### src/rtl/ptc_hdr_inserter_upto96bits.sv
// Prepends a 0-3 DWORD header to every single-region MFB frame; TX outputs are registered.
// Defining PTC_HDR_INSERTER_FRAME_CNT_EN adds the FRAME_CNT output (count of transmitted frame ends).
module ptc_hdr_inserter_upto96bits #(
  parameter int BLOCK_SIZE = 8,
  parameter int ITEM_WIDTH = 32
) (
  input  logic                               CLK,
  input  logic                               RESET,
  input  logic [BLOCK_SIZE*ITEM_WIDTH-1:0]   RX_DATA,
  input  logic                               RX_SOF,
  input  logic                               RX_EOF,
  input  logic [$clog2(BLOCK_SIZE)-1:0]      RX_EOF_POS,
  input  logic [3*ITEM_WIDTH-1:0]            RX_HDR_DATA,
  input  logic [1:0]                         RX_HDR_LEN,
  input  logic                               RX_SRC_RDY,
  output logic                               RX_DST_RDY,
  output logic [BLOCK_SIZE*ITEM_WIDTH-1:0]   TX_DATA,
  output logic                               TX_SOF,
  output logic                               TX_EOF,
  output logic [$clog2(BLOCK_SIZE)-1:0]      TX_EOF_POS,
  output logic                               TX_SRC_RDY,
  input  logic                               TX_DST_RDY
`ifdef PTC_HDR_INSERTER_FRAME_CNT_EN
  ,output logic [31:0]                       FRAME_CNT
`endif
);

  localparam int DW = BLOCK_SIZE*ITEM_WIDTH;
  localparam int EW = $clog2(BLOCK_SIZE);
  localparam int CW = 3*ITEM_WIDTH;

  typedef enum logic [1:0] {
    ST_IDLE     = 2'd0,
    ST_IN_FRAME = 2'd1,
    ST_FLUSH    = 2'd2
  } state_t;

  state_t          state_r, state_nxt_s;
  logic [1:0]      s_r, shift_s;
  logic [CW-1:0]   carry_r, carry_nxt_s, prefix_s;
  logic [DW-1:0]   shifted_s, tx_data_r;
  logic [EW:0]     eof_sum_s;
  logic [EW-1:0]   flush_pos_r, tx_eof_pos_r;
  logic            need_flush_s, out_free_s, rx_dst_rdy_s, rx_xfer_s;
  logic            tx_sof_r, tx_eof_r, tx_src_rdy_r;

  assign out_free_s   = !tx_src_rdy_r || TX_DST_RDY;
  assign rx_dst_rdy_s = out_free_s && (state_r != ST_FLUSH);
  assign rx_xfer_s    = RX_SRC_RDY && rx_dst_rdy_s;

  // Shift the RX word up by S items, filling the gap with header (SOF) or carried items.
  always_comb begin
    shift_s      = RX_SOF ? RX_HDR_LEN : s_r;
    prefix_s     = RX_SOF ? RX_HDR_DATA : carry_r;
    eof_sum_s    = {1'b0, RX_EOF_POS} + {{(EW-1){1'b0}}, shift_s};
    need_flush_s = eof_sum_s[EW];
    shifted_s    = RX_DATA;
    carry_nxt_s  = {CW{1'b0}};
    case (shift_s)
      2'd1: begin
        shifted_s   = {RX_DATA[DW-ITEM_WIDTH-1:0], prefix_s[ITEM_WIDTH-1:0]};
        carry_nxt_s = {{(2*ITEM_WIDTH){1'b0}}, RX_DATA[DW-1 -: ITEM_WIDTH]};
      end
      2'd2: begin
        shifted_s   = {RX_DATA[DW-2*ITEM_WIDTH-1:0], prefix_s[2*ITEM_WIDTH-1:0]};
        carry_nxt_s = {{ITEM_WIDTH{1'b0}}, RX_DATA[DW-1 -: 2*ITEM_WIDTH]};
      end
      2'd3: begin
        shifted_s   = {RX_DATA[DW-3*ITEM_WIDTH-1:0], prefix_s};
        carry_nxt_s = RX_DATA[DW-1 -: CW];
      end
      default: begin
        shifted_s   = RX_DATA;
        carry_nxt_s = {CW{1'b0}};
      end
    endcase
  end

  // Frame-tracking next state.
  always_comb begin
    state_nxt_s = state_r;
    case (state_r)
      ST_IDLE: begin
        if (rx_xfer_s && RX_SOF) begin
          if (RX_EOF) state_nxt_s = need_flush_s ? ST_FLUSH : ST_IDLE;
          else        state_nxt_s = ST_IN_FRAME;
        end else begin
          state_nxt_s = ST_IDLE;
        end
      end
      ST_IN_FRAME: begin
        if (rx_xfer_s && RX_EOF) state_nxt_s = need_flush_s ? ST_FLUSH : ST_IDLE;
        else                     state_nxt_s = ST_IN_FRAME;
      end
      ST_FLUSH: begin
        if (out_free_s) state_nxt_s = ST_IDLE;
        else            state_nxt_s = ST_FLUSH;
      end
      default: state_nxt_s = ST_IDLE;
    endcase
  end

  // State register.
  always_ff @(posedge CLK) begin
    if (RESET) state_r <= ST_IDLE;
    else       state_r <= state_nxt_s;
  end

  // Output register, shift amount and carried items; a flush beat emits only the carry.
  always_ff @(posedge CLK) begin
    if (RESET) begin
      tx_data_r    <= {DW{1'b0}};
      tx_sof_r     <= 1'b0;
      tx_eof_r     <= 1'b0;
      tx_eof_pos_r <= {EW{1'b0}};
      tx_src_rdy_r <= 1'b0;
      s_r          <= 2'd0;
      carry_r      <= {CW{1'b0}};
      flush_pos_r  <= {EW{1'b0}};
    end else if (rx_xfer_s) begin
      tx_data_r    <= shifted_s;
      tx_sof_r     <= RX_SOF;
      tx_eof_r     <= RX_EOF && !need_flush_s;
      tx_eof_pos_r <= eof_sum_s[EW-1:0];
      tx_src_rdy_r <= 1'b1;
      s_r          <= shift_s;
      carry_r      <= carry_nxt_s;
      flush_pos_r  <= eof_sum_s[EW-1:0];
    end else if (state_r == ST_FLUSH && out_free_s) begin
      tx_data_r    <= {{(DW-CW){1'b0}}, carry_r};
      tx_sof_r     <= 1'b0;
      tx_eof_r     <= 1'b1;
      tx_eof_pos_r <= flush_pos_r;
      tx_src_rdy_r <= 1'b1;
    end else if (out_free_s) begin
      tx_src_rdy_r <= 1'b0;
    end else begin
      tx_src_rdy_r <= tx_src_rdy_r;
    end
  end

  assign RX_DST_RDY = rx_dst_rdy_s;
  assign TX_DATA    = tx_data_r;
  assign TX_SOF     = tx_sof_r;
  assign TX_EOF     = tx_eof_r;
  assign TX_EOF_POS = tx_eof_pos_r;
  assign TX_SRC_RDY = tx_src_rdy_r;

`ifdef PTC_HDR_INSERTER_FRAME_CNT_EN
  logic [31:0] frame_cnt_r;

  // Count frame ends accepted by the sink; wraps naturally.
  always_ff @(posedge CLK) begin
    if (RESET)                                      frame_cnt_r <= 32'd0;
    else if (tx_src_rdy_r && TX_DST_RDY && tx_eof_r) frame_cnt_r <= frame_cnt_r + 32'd1;
    else                                            frame_cnt_r <= frame_cnt_r;
  end

  assign FRAME_CNT = frame_cnt_r;
`endif

endmodule

### config.mk
export PLATFORM = sky130hd
export DESIGN_NAME = ptc_hdr_inserter_upto96bits
export DESIGN_NICKNAME = d
export VERILOG_FILES = /design/src/rtl/ptc_hdr_inserter_upto96bits.sv
export SDC_FILE = /design/constraint.sdc
export NUM_CORES = 1
export LEC_CHECK = 0
export CAP_MARGIN = 5
export CORE_AREA = 2 2 244 246
export CTS_BUF_LIST = sky130_fd_sc_hd__clkbuf_4 sky130_fd_sc_hd__clkbuf_8
export DETAILED_ROUTE_END_ITERATION = 7
export DIE_AREA = 0 0 246 248
export SLEW_MARGIN = 20
export SYNTH_ARGS = -nofsm -noshare
export SYNTH_HDL_FRONTEND = slang
export SYNTH_SLANG_ARGS = --single-unit
### constraint.sdc
create_clock -name CLK -period 3.7 [get_ports CLK]
set_input_delay 1.11 -clock CLK [delete_from_list [all_inputs] [get_ports CLK]]
set_output_delay 1.11 -clock CLK [all_outputs]
set_load 0.1 [all_outputs]
==> results.json <==
{
  "status": "complete, but fails checks",
  "violations": "DRC",
  "final_nets": 3219,
  "grt_antenna_before_repair": 26,
  "portBuffers": 625,
  "ys_ff_latch": 365,
  "fmax_ghz": 0.310,
  "yosys-top-cells-area": "dfxtp_1, nand2_1, o22a_1",
  "ctsResizeCount": 0,
  "min_period_ps": 3220,
  "hold_path.class": "flip-flop to flip-flop",
  "track_usage_pct": 35.4,
  "finalMaxSlewViolations": 0,
  "power.density_nw_per_um2": 506,
  "seq_area_um2": 7310,
  "die_area_um2": 61000,
  "avgSynthCellArea_um2": 8.41,
  "grt-ovfl-total": 0,
  "drive_gt1_share_pct": 19.1,
  "power_mw": 14.0,
  "grt_pass1_vias": 20989,
  "dpl-instance-area_um2": 26100,
  "cp.arrival_ps": 2110,
  "ys_types": 50,
  "yosysTopAreaCell": "dfxtp_1",
  "cp_max_fo": 2,
  "placementRows": 89,
  "design_area_um2": 27600,
  "drtIter0Drc": 2775,
  "hold_violations": 0,
  "layout_commonest_cell": "nand2_1",
  "grt_max_degree": 166,
  "die_x_um": 246,
  "cts_root_buffer": "clkbuf_8",
  "grt_pass1_wl_um": 157000,
  "worstSetupStartpointType": "input port",
  "syn_inst": 2323,
  "fin_setup_tns_ps": 0,
  "n_fill_cell": 5740,
  "skew_ps": 32.9,
  "setup_violations": 0,
  "syn_area_um2": 19500,
  "insertion_delay_ps": 680,
  "drtAntennaViolNets": 0,
  "dr.pass1.iters": 8,
  "tightestPinTransition_ps": 1060,
  "path_class": "input port to output port",
  "synth-main-ff-cell": "dfxtp_1",
  "drcViolationCount": 4,
  "rsz0062_at_grt": "false",
  "synth_edf_count": 0,
  "routed_wl_um": 113000,
  "post_drt_wl_per_cell_um": 30.7,
  "cp-end-kind": "output port",
  "required_ps": 2590,
  "synth_fp_nets": 2689,
  "cts.path.max_buffers": 3,
  "gp_congestion": 1.02,
  "leakage_nw": 10.5,
  "drv_cap": 0,
  "multi_input_area_um2": 11100,
  "synth_warnings": 0,
  "via_per_inst": 6.17,
  "die_y_um": 248,
  "async_reset_ff_share_pct": 0,
  "seq_area_frac_synth_pct": 37.4,
  "vias": 22798,
  "relSlewSlack_pct": 29.2,
  "start_util_pct": 33.4,
  "clock-sinks": 365,
  "final_cell_mix": "nand2_1, dfxtp_1, clkdlybuf4s50_1, buf_4, nor2_1",
  "clkTransAtPathRegs_ps": 50,
  "htree_levels": 3,
  "ctsHoldBuffers": 0,
  "period_share_pct": 87.1,
  "ir_drop_v": 0.000294,
  "instances_no_fill": 3693,
  "postCtsSetupBuffers": 0,
  "dp_hpwl_um": 82700,
  "cts_buffers": 73,
  "placed_cells_incl_taps": 3551,
  "cts_tree": "done",
  "core-area_um2": 58500,
  "io_pins": 626,
  "syn_to_final_growth_pct": 41.4,
  "synth_top_area_share_pct": 37.4
}
## worst max-delay path, cell delays in order
cell,delay (ps)
clkdlybuf4s50_1,470
nor2b_1,60
nor2_1,250
buf_12,220
## cell families (layout without fill, tap and decap cells)
| family | count (synthesis) | after routing | synth area share (%) |
|---|---|---|---|
| other | 0 | 23 | 0 |
| DFF | 365 | 365 | 37.4 |
| adders and majority gates | 3 | 3 | 0.231 |
| muxes | 132 | 132 | 7.26 |
| AOI/OAI and AO/OA | 852 | 852 | 34.9 |
| and+or+nand+nor | 673 | 673 | 13.9 |
| buffers and inverters | 297 | 871 | 6.25 |
| xor gates and xnor gates | 1 | 1 | 0.0449 |
## path summary, 6_finish.rpt
path,to,cells past startpoint,slack (ps),startpoint
worst max-delay path,RX_DST_RDY,4,480,TX_DST_RDY
worst min-delay path,TX_DATA[122]$_SDFFE_PP0P_,1,470,TX_DATA[122]$_SDFFE_PP0P_
worst max register to register,carry_r[27]$_SDFFE_PP0N_,6,1360,s_r[0]$_SDFFE_PP0N_
worst min register to register,TX_DATA[122]$_SDFFE_PP0P_,1,470,TX_DATA[122]$_SDFFE_PP0P_
## area by class of cell
cell class / instances / area share, %
Antenna cell: 23 / 0.208
Clock buffer: 116 / 5.31
Clock inverter: 3 / 0.0770
Inverter: 38 / 0.553
Multi-Input combinational cell: 1661 / 40.1
Sequential cell: 365 / 26.5
Tap cell: 773 / 3.50
Timing Repair Buffer: 714 / 23.8
## where the power goes
group | leakage [nW] | internal, mW | switching [mW] | total, mW
clock | 0.788 | 2.48 | 1.94 | 4.42
sequential | 3.01 | 4.25 | 0.217 | 4.46
combinational | 6.75 | 1.45 | 3.64 | 5.09
## metrics by stage
step / worst slack (ps) / hold slack (ps) / util, %
4_1_cts: 462 / 465 / 47.1
5_1_grt: 428 / 483 / 47.2
2_1_floorplan: 16.8 / 440 / -
6_report: 477 / 467 / 47.2
3_5_place_dp: 75.5 / 448 / 44.6
3_3_place_gp: 51.6 / 449 / 44.6
## state kept, by name (all words and copies together), names as in the netlist
name	count
TX_DATA	256
TX_EOF	1
TX_EOF_POS	3
TX_SOF	1
TX_SRC_RDY	1
carry_r	96
flush_pos_r	3
s_r	2
state_r	2
## routing by layer
layer,track usage (%),wire (um),vias to the layer above
li1,-,-,9916
met1,53.2,50800,11123
met2,47.0,45500,1527
met3,8.78,12500,228
met4,14.5,4650,4
met5,0,24,-
## Yosys cell counts, types with 2 or more instances
cell       count
inv_1         35
buf_4          3
o21bai_1      33
buf_2         76
clkbuf_1     163
buf_1         17
a32o_1       128
a21o_1        64
o2bb2ai_1     32
nand2_1      387
o221ai_1      32
nor2b_1        2
nand3_1       97
a311oi_1      64
ha_1           2
o22ai_1       32
dfxtp_1      365
o2111ai_1     32
o21ai_0       66
a21oi_1       71
mux2i_1       66
o211ai_1      33
a211oi_1      36
nand4_1        2
nor2_1       173
a221oi_1      64
o22a_1       160
inv_2          3
nand2b_1       2
mux2_2        63
Note: power is estimated with default switching activity, not from simulation.
